`config.mk`:
```
export PLATFORM = sky130hd
export DESIGN_NAME = dmem_ctrl
export DESIGN_NICKNAME = d
export VERILOG_FILES = /design/src/rtl/mips_pkg.sv /design/src/rtl/dmem_wait_timer.sv /design/src/rtl/dmem_ctrl.sv
export SDC_FILE = /design/constraint.sdc
export NUM_CORES = 1
export LEC_CHECK = 0
export ABC_AREA = 1
export CAP_MARGIN = 5
export CORE_MARGIN = 2
export CORE_UTILIZATION = 48
export DETAILED_ROUTE_END_ITERATION = 8
export PLACE_DENSITY = 0.85
export SLEW_MARGIN = 20
export SYNTH_ARGS = -nofsm -noshare
export SYNTH_HDL_FRONTEND = slang
export SYNTH_SLANG_ARGS = --single-unit
```
`constraint.sdc`:
```
create_clock -name clk -period 5.4 [get_ports clk]
set_clock_uncertainty 0.15 [all_clocks]
set_input_delay 0.54 -clock clk [delete_from_list [all_inputs] [get_ports clk]]
set_output_delay 0.54 -clock clk [all_outputs]
set_load 0.005 [all_outputs]
```
`src/rtl/mips_pkg.sv`:
```
// Shared types and constants for the MIPS memory stage.
package mips_pkg;

    localparam int ADDR_W = 32;
    localparam logic [31:0] DMEM_ERR_DATA = 32'hDEADBEEF;

    typedef enum logic [1:0] {
        IDLE,
        WAIT,
        DONE
    } dmem_state_t;

endpackage

```
`src/rtl/dmem_wait_timer.sv`:
```
// Counts WAIT cycles without an ack; flags the last allowed WAIT cycle.
module dmem_wait_timer #(
    parameter int TIMEOUT = 16
) (
    input  logic clk,
    input  logic rst_n,
    input  logic clear,
    input  logic enable,
    output logic expired
);

    localparam int W = (TIMEOUT < 2) ? 1 : $clog2(TIMEOUT);
    localparam logic [W-1:0] LAST = W'(TIMEOUT - 1);

    logic [W-1:0] r_count;

    // expired marks the TIMEOUT-th WAIT cycle, so the abort lands on time
    assign expired = (r_count == LAST);

    always_ff @(posedge clk or negedge rst_n) begin
        if (!rst_n) begin
            r_count <= '0;
        end else if (clear) begin
            r_count <= '0;
        end else if (enable && !expired) begin
            r_count <= r_count + 1'b1;
        end
    end

endmodule

```
`src/rtl/dmem_ctrl.sv`:
```
// Data-memory access sequencer: issues req/ack accesses, stalls the
// pipeline while one is outstanding, reports misalign and timeout errors.
module dmem_ctrl
    import mips_pkg::*;
#(
    parameter int          TIMEOUT  = 16,
    parameter logic [31:0] ERR_DATA = DMEM_ERR_DATA
) (
    input  logic              clk,
    input  logic              rst_n,
    input  logic              mem_read_m,
    input  logic              mem_write_m,
    input  logic [ADDR_W-1:0] alu_out_m,
    input  logic [31:0]       write_data_m,
    output logic              mem_req,
    output logic              mem_we,
    output logic [ADDR_W-1:0] mem_addr,
    output logic [31:0]       mem_wdata,
    input  logic [31:0]       mem_rdata,
    input  logic              mem_ack,
    output logic              stall,
    output logic [31:0]       read_data_m,
    output logic              addr_err,
    output logic              bus_err,
    output logic [31:0]       stall_count
);

    dmem_state_t       r_state;
    logic              r_req;
    logic              r_we;
    logic [ADDR_W-1:0] r_addr;
    logic [31:0]       r_wdata;
    logic [31:0]       r_rdata;
    logic              r_addr_err;
    logic              r_bus_err;
    logic [31:0]       r_stall_count;

    logic w_access;
    logic w_aligned;
    logic w_stall;
    logic w_expired;
    logic w_tmr_clear;
    logic w_tmr_en;

    assign w_access    = mem_read_m | mem_write_m;
    assign w_aligned   = (alu_out_m[1:0] == 2'b00);
    assign w_tmr_clear = (r_state == IDLE);
    assign w_tmr_en    = (r_state == WAIT) && !mem_ack;

    always_comb begin
        w_stall = 1'b0;
        if (r_state == WAIT) begin
            w_stall = 1'b1;
        end else if (r_state == IDLE) begin
            w_stall = w_access && w_aligned;
        end
    end

    dmem_wait_timer #(
        .TIMEOUT(TIMEOUT)
    ) u_timer (
        .clk    (clk),
        .rst_n  (rst_n),
        .clear  (w_tmr_clear),
        .enable (w_tmr_en),
        .expired(w_expired)
    );

    always_ff @(posedge clk or negedge rst_n) begin
        if (!rst_n) begin
            r_state       <= IDLE;
            r_req         <= 1'b0;
            r_we          <= 1'b0;
            r_addr        <= '0;
            r_wdata       <= '0;
            r_rdata       <= '0;
            r_addr_err    <= 1'b0;
            r_bus_err     <= 1'b0;
            r_stall_count <= '0;
        end else begin
            r_addr_err <= 1'b0;
            r_bus_err  <= 1'b0;
            if (w_stall && (r_stall_count != '1)) begin
                r_stall_count <= r_stall_count + 32'd1;
            end
            unique case (r_state)
                IDLE: begin
                    if (w_access && w_aligned) begin
                        r_addr  <= alu_out_m;
                        r_wdata <= write_data_m;
                        r_we    <= mem_write_m;
                        r_req   <= 1'b1;
                        r_state <= WAIT;
                    end else if (w_access) begin
                        r_addr_err <= 1'b1;
                    end
                end
                WAIT: begin
                    // ack beats a simultaneous timeout
                    if (mem_ack) begin
                        if (!r_we) begin
                            r_rdata <= mem_rdata;
                        end
                        r_req   <= 1'b0;
                        r_state <= DONE;
                    end else if (w_expired) begin
                        if (!r_we) begin
                            r_rdata <= ERR_DATA;
                        end
                        r_bus_err <= 1'b1;
                        r_req     <= 1'b0;
                        r_state   <= DONE;
                    end
                end
                DONE: begin
                    r_state <= IDLE;
                end
                default: begin
                    r_req   <= 1'b0;
                    r_state <= IDLE;
                end
            endcase
        end
    end

    assign mem_req     = r_req;
    assign mem_we      = r_we;
    assign mem_addr    = r_addr;
    assign mem_wdata   = r_wdata;
    assign stall       = w_stall;
    assign read_data_m = r_rdata;
    assign addr_err    = r_addr_err;
    assign bus_err     = r_bus_err;
    assign stall_count = r_stall_count;

endmodule

```
Word level (Yosys, flattened, before mapping)
Index checks and enable logic that the tools add are counted.

Input bits: 101. Bits in registers: 138. Output and inout port bits: 133. Word-level logic and storage cells: 57.

$add $sub $neg: 2. Multiplexer cells: 22. Bitwise gates (word level): 3. Eq/ne operators: 6. Reductions and logical operators: 14.

Operators with widths (number): 32-bit 2-to-1 mux (4); 32-bit by 1-bit adder with 32-bit output (second input constant) (1); 32-bit != test (second input constant) (1); 1-bit 2-to-1 mux (11); 4-bit 2-to-1 mux (2); 2-bit 2-to-1 mux (3); 3-bit AND reduction (2); 4-bit by 1-bit adder with 4-bit output (second input constant) (1); 4-bit equality test (second input constant) (1); 1-bit logical AND (4); 2-bit zero test (2); 2-bit one-hot mux with 2 select lines (1); 2-bit AND reduction (2); 2-bit nonzero test (2); 3-bit by 2-bit != test with 1-bit output (second input constant) (1); 1-bit one-hot mux with 3 select lines (1); 2-bit by 1-bit equality test with 1-bit output (second input constant) (1); 2-bit equality test (second input constant) (1); 1-bit zero test (2); 2-bit != test (second input constant) (1); 1-bit inverter (2); 1-bit bitwise OR (1).

Logic depth before layout (Yosys ltp)
Depth in word-level cells: 5. Depth in mapped cells: 10. Depth with buffers taken out: 10.

By module
A second synthesis with hierarchy kept.

Cell total of the unflattened synthesis: 678. Area total of the unflattened synthesis: 6303.5 um^2.

By module, submodules not included: dmem_ctrl (seq. area each 3353.2 um^2, cells an instance 649, area an instance 6078.3 um^2, instances 1); dmem_wait_timer (seq. area each 100.1 um^2, cells an instance 29, area an instance 225.2 um^2, instances 1).

Worst setup path before layout
OpenSTA, ideal clock, no wires.

Path type: input-to-reg. From: in mem_ack. To: reg r_addr[28], in the netlist mem_addr[28]. Stages: 10. Setup slack: 3529 ps. Library setup time: 118 ps. Required time: 5132 ps. Arrival time: 1603 ps. Buffers on the path: 3. Cells stage by stage: buf_4 inv_2 nand2_1 nor2_4 a21oi_4 nand2_2 buf_4 buf_4 nand2_1 nand2_1.

RTL lines: start, declared (RTL line dmem_ctrl.sv:20) `input logic mem_ack,`; end signal, assigned (RTL line dmem_ctrl.sv:89) `r_addr <= alu_out_m;`; end, declared (RTL line dmem_ctrl.sv:31) `logic [ADDR_W-1:0] r_addr;`.

==> run_results.csv <==
group,metric,value,unit
route,wl_per_cell,14.2,µm
worst_setup_path,critPathLaunch,"mem_ack",
outcome,outcome,"complete, but fails checks",
global_route,grt_util_met2,42.2,%
yosys,synth_top_area_share,53.9,%
global_route,grt_pass1_vias,6004,
clock_network,post_cts_buffers,0,
clock_network,insertion_delay,410,ps
clock_network,cts_max_level,4,
timing,finalCritPeriodShare,55.5,%
floorplan,die_area,0.0143,mm²
pwr,leakage,4.44,nW
yosys,synthesis.nets,924,
yosys,synth.most_common_cell,"nand2_1",
placement,dpl_cell_area,0.00886,mm²
cells_and_area,stdcell_area,0.00949,mm²
yosys,post-synth-top-area-cell,"dfrtp_1",
yosys,synth_cell_types,26,
yosys,ys_seq_elements,138,
clock_network,cts.path.max_buffers,2,
floorplan,initial_core_util,48.8,%
timing,tightest_slew,824,ps
timing,drv_slew,0,
route,via_count,6032,
placement,place.detailed.hpwl,12200,µm
timing,period_minus_slack,3000,ps
worst_setup_path,r2r-start,"r_state[1]$_DFFE_PN0P_",
yosys,async_reset_ff_share,100,%
timing,final.setup.tns,0,ps
global_route,grt_overflow,0,
timing,rsz0062_at_grt,"no",
yosys,yosys_warnings,0,
placement,globalplace.congestion,0.907,
yosys,synth-edff-count,0,
placement,port_buffers,233,
cells_and_area,utilization,72.2,%
timing,setup_viol,0,
floorplan,num_rows,42,
route,routed_via_density,4.89,
yosys,synthCells,821,
timing,timing.hold.ws,-24.8,ps
yosys,ys_top_cells_by_area,"dfrtp_1 (54%), nand2_1 (20%), nand3_1 (7.0%)",
global_route,grt_pass1_wl,29300,µm
yosys,yosysSeqAreaShare,53.9,%
global_route,grt_max_degree,79,
route,drtPass1Iterations,5,
yosys,synth_ff_type,"dfrtp_1",
clock_network,ctsResizeCount,0,
floorplan,die_y,120,µm
outcome,failed_checks,"negative hold slack",
global_route,antenna_found_initial,0,
worst_setup_path,start_kind,"input pin",
clock_network,cts_buffers,17,
clock_network,cts_tree,"done",
route,antenna_left,0,
hold_path,hold_class,"in2async",
floorplan,ioPinCount,234,
worst_setup_path,cp.required,5600,ps
worst_setup_path,critPathArrivalTime,3200,ps
cells_and_area,n_antenna_cell,0,
floorplan,core,0.0131,mm²
worst_setup_path,endpoint_kind,"register",
pwr,max-vdd-ir-drop,0.299,mV
clock_network,clk_pin_slew,60,ps
global_route,track_usage,25.9,%
route,drc,0,
route,drtIter0Drc,388,
clock_network,cts_hold_buffers,0,
pwr,power_density,494,mW/mm²
worst_setup_path,worstPathMaxFanout,45,
cells_and_area,drive_above_1_share,4.82,%
floorplan,die_w,120,µm
timing,slew-limit-headroom,44.9,%
clock_network,cts_root_buf,"clkbuf_16",
yosys,synthesis.area,0.00641,mm²
timing,clock.fmax,0.333,GHz
worst_setup_path,crit_type,"in2reg",
cells_and_area,nNetsFinal,1148,
clock_network,cts.sinks,138,
global_route,use_met3,9.46,%
job,cap_viol_max_count,0,
timing,hold_viol,13,
cells_and_area,syn_to_final_growth,48.0,%
yosys,netlist_top_cells_count,"nand2_1 (334), dfrtp_1 (138), nand3_1 (90)",
global_route,top_usage_layer,"met2",
route,routed_wl,17500,µm
global_route,met1_usage,31.4,%
yosys,syn_area_per_cell,7.81,µm²
[cell families after synthesis]
logic type	after synthesis	share of synthesized area, %
AO/OA/AOI/OAI	69	5.66
adder cells (fa/ha/maj)	2	0.390
flip-flops	138	53.9
AND/OR/NAND/NOR	493	31.4
XOR/XNOR	13	1.78
buffers and inverters	106	6.95
[placed cells by master, fill, tap and decap left out, drive strengths merged]
| master | count |
|---|---|
| clkinvlp | 3 |
| nand2 | 336 |
| nor3 | 3 |
| nand4 | 1 |
| clkdlybuf4s50 | 232 |
| a22o | 1 |
| inv | 71 |
| o21ai | 64 |
| a21oi | 3 |
| o31ai | 1 |
| xnor2 | 7 |
| ha | 2 |
| clkinv | 5 |
| clkbuf | 20 |
| dfrtp | 138 |
| buf | 8 |
| xor2 | 6 |
| nand3 | 90 |
| nand3b | 1 |
| nor2 | 62 |
| bufinv | 4 |
[critical path, stage by stage]
cell and delay [ps]:
clkdlybuf4s50_1 630, inv_2 370, nand2_1 170, nor2_4 220, a21oi_4 60, nand2_2 610
buf_4 400, nand2_1 90, nand2_1 80
[state kept, by name (all words and copies together), names as in the netlist]
register,cells
mem_addr,32
addr_err,1
mem_req,1
bus_err,1
r_state,2
mem_wdata,32
read_data_m,32
stall_count,32
u_timer.r_count,4
mem_we,1
[power by group]
group          internal [W]  switching [W]
logic              0.000934       0.000854
clock network      0.000794       0.000436
registers           0.00142       0.000248
[final cells by class]
type | count | area (µm²)
fill | 1021 | 3650
sequential | 138 | 3450
multi-input combinational | 577 | 2520
timing repair buffer | 240 | 2390
clock buffer | 20 | 457
inverter | 71 | 267
tap | 176 | 220
clock inverter | 12 | 171
[worst paths after layout]
| path | to | slack, ps | cells after the start |
|---|---|---|---|
| worst max-delay path | mem_wdata[19]$_DFFE_PN0P_ | 2400 | 9 |
| worst min-delay path | mem_addr[30]$_DFFE_PN0P_ | -20 | 1 |
| worst max register to register | mem_wdata[19]$_DFFE_PN0P_ | 2730 | 6 |
| worst min register to register | mem_wdata[23]$_DFFE_PN0P_ | 330 | 2 |
| max in group asynchronous | mem_wdata[2]$_DFFE_PN0P_ | 3860 | 2 |
| min in group clk | mem_wdata[23]$_DFFE_PN0P_ | 330 | 2 |
[per-layer routing]
metal  wire, µm  part of all wire (%)
met1       7160                    41
met2       8580                    49
met3       1380                   7.9
met4        350                   2.0
met5          0                     0
[through the flow]
| step | total power [W] | instances | setup slack [ps] | hold slack, ps |
|---|---|---|---|---|
| finish | 0.00468 | 1234 | 2400 | -24.8 |
| global route | 0.00501 | 1234 | 2200 | 38.2 |
| CTS | 0.00472 | 1234 | 2440 | 17.2 |
| detailed placement | 0.00346 | 1202 | 2040 | 309 |
| global placement | 0.00341 | 1201 | 1990 | 300 |
| floorplan | 0.00243 | 821 | 3530 | 94.4 |
Note: power is estimated with default switching activity, not from simulation.
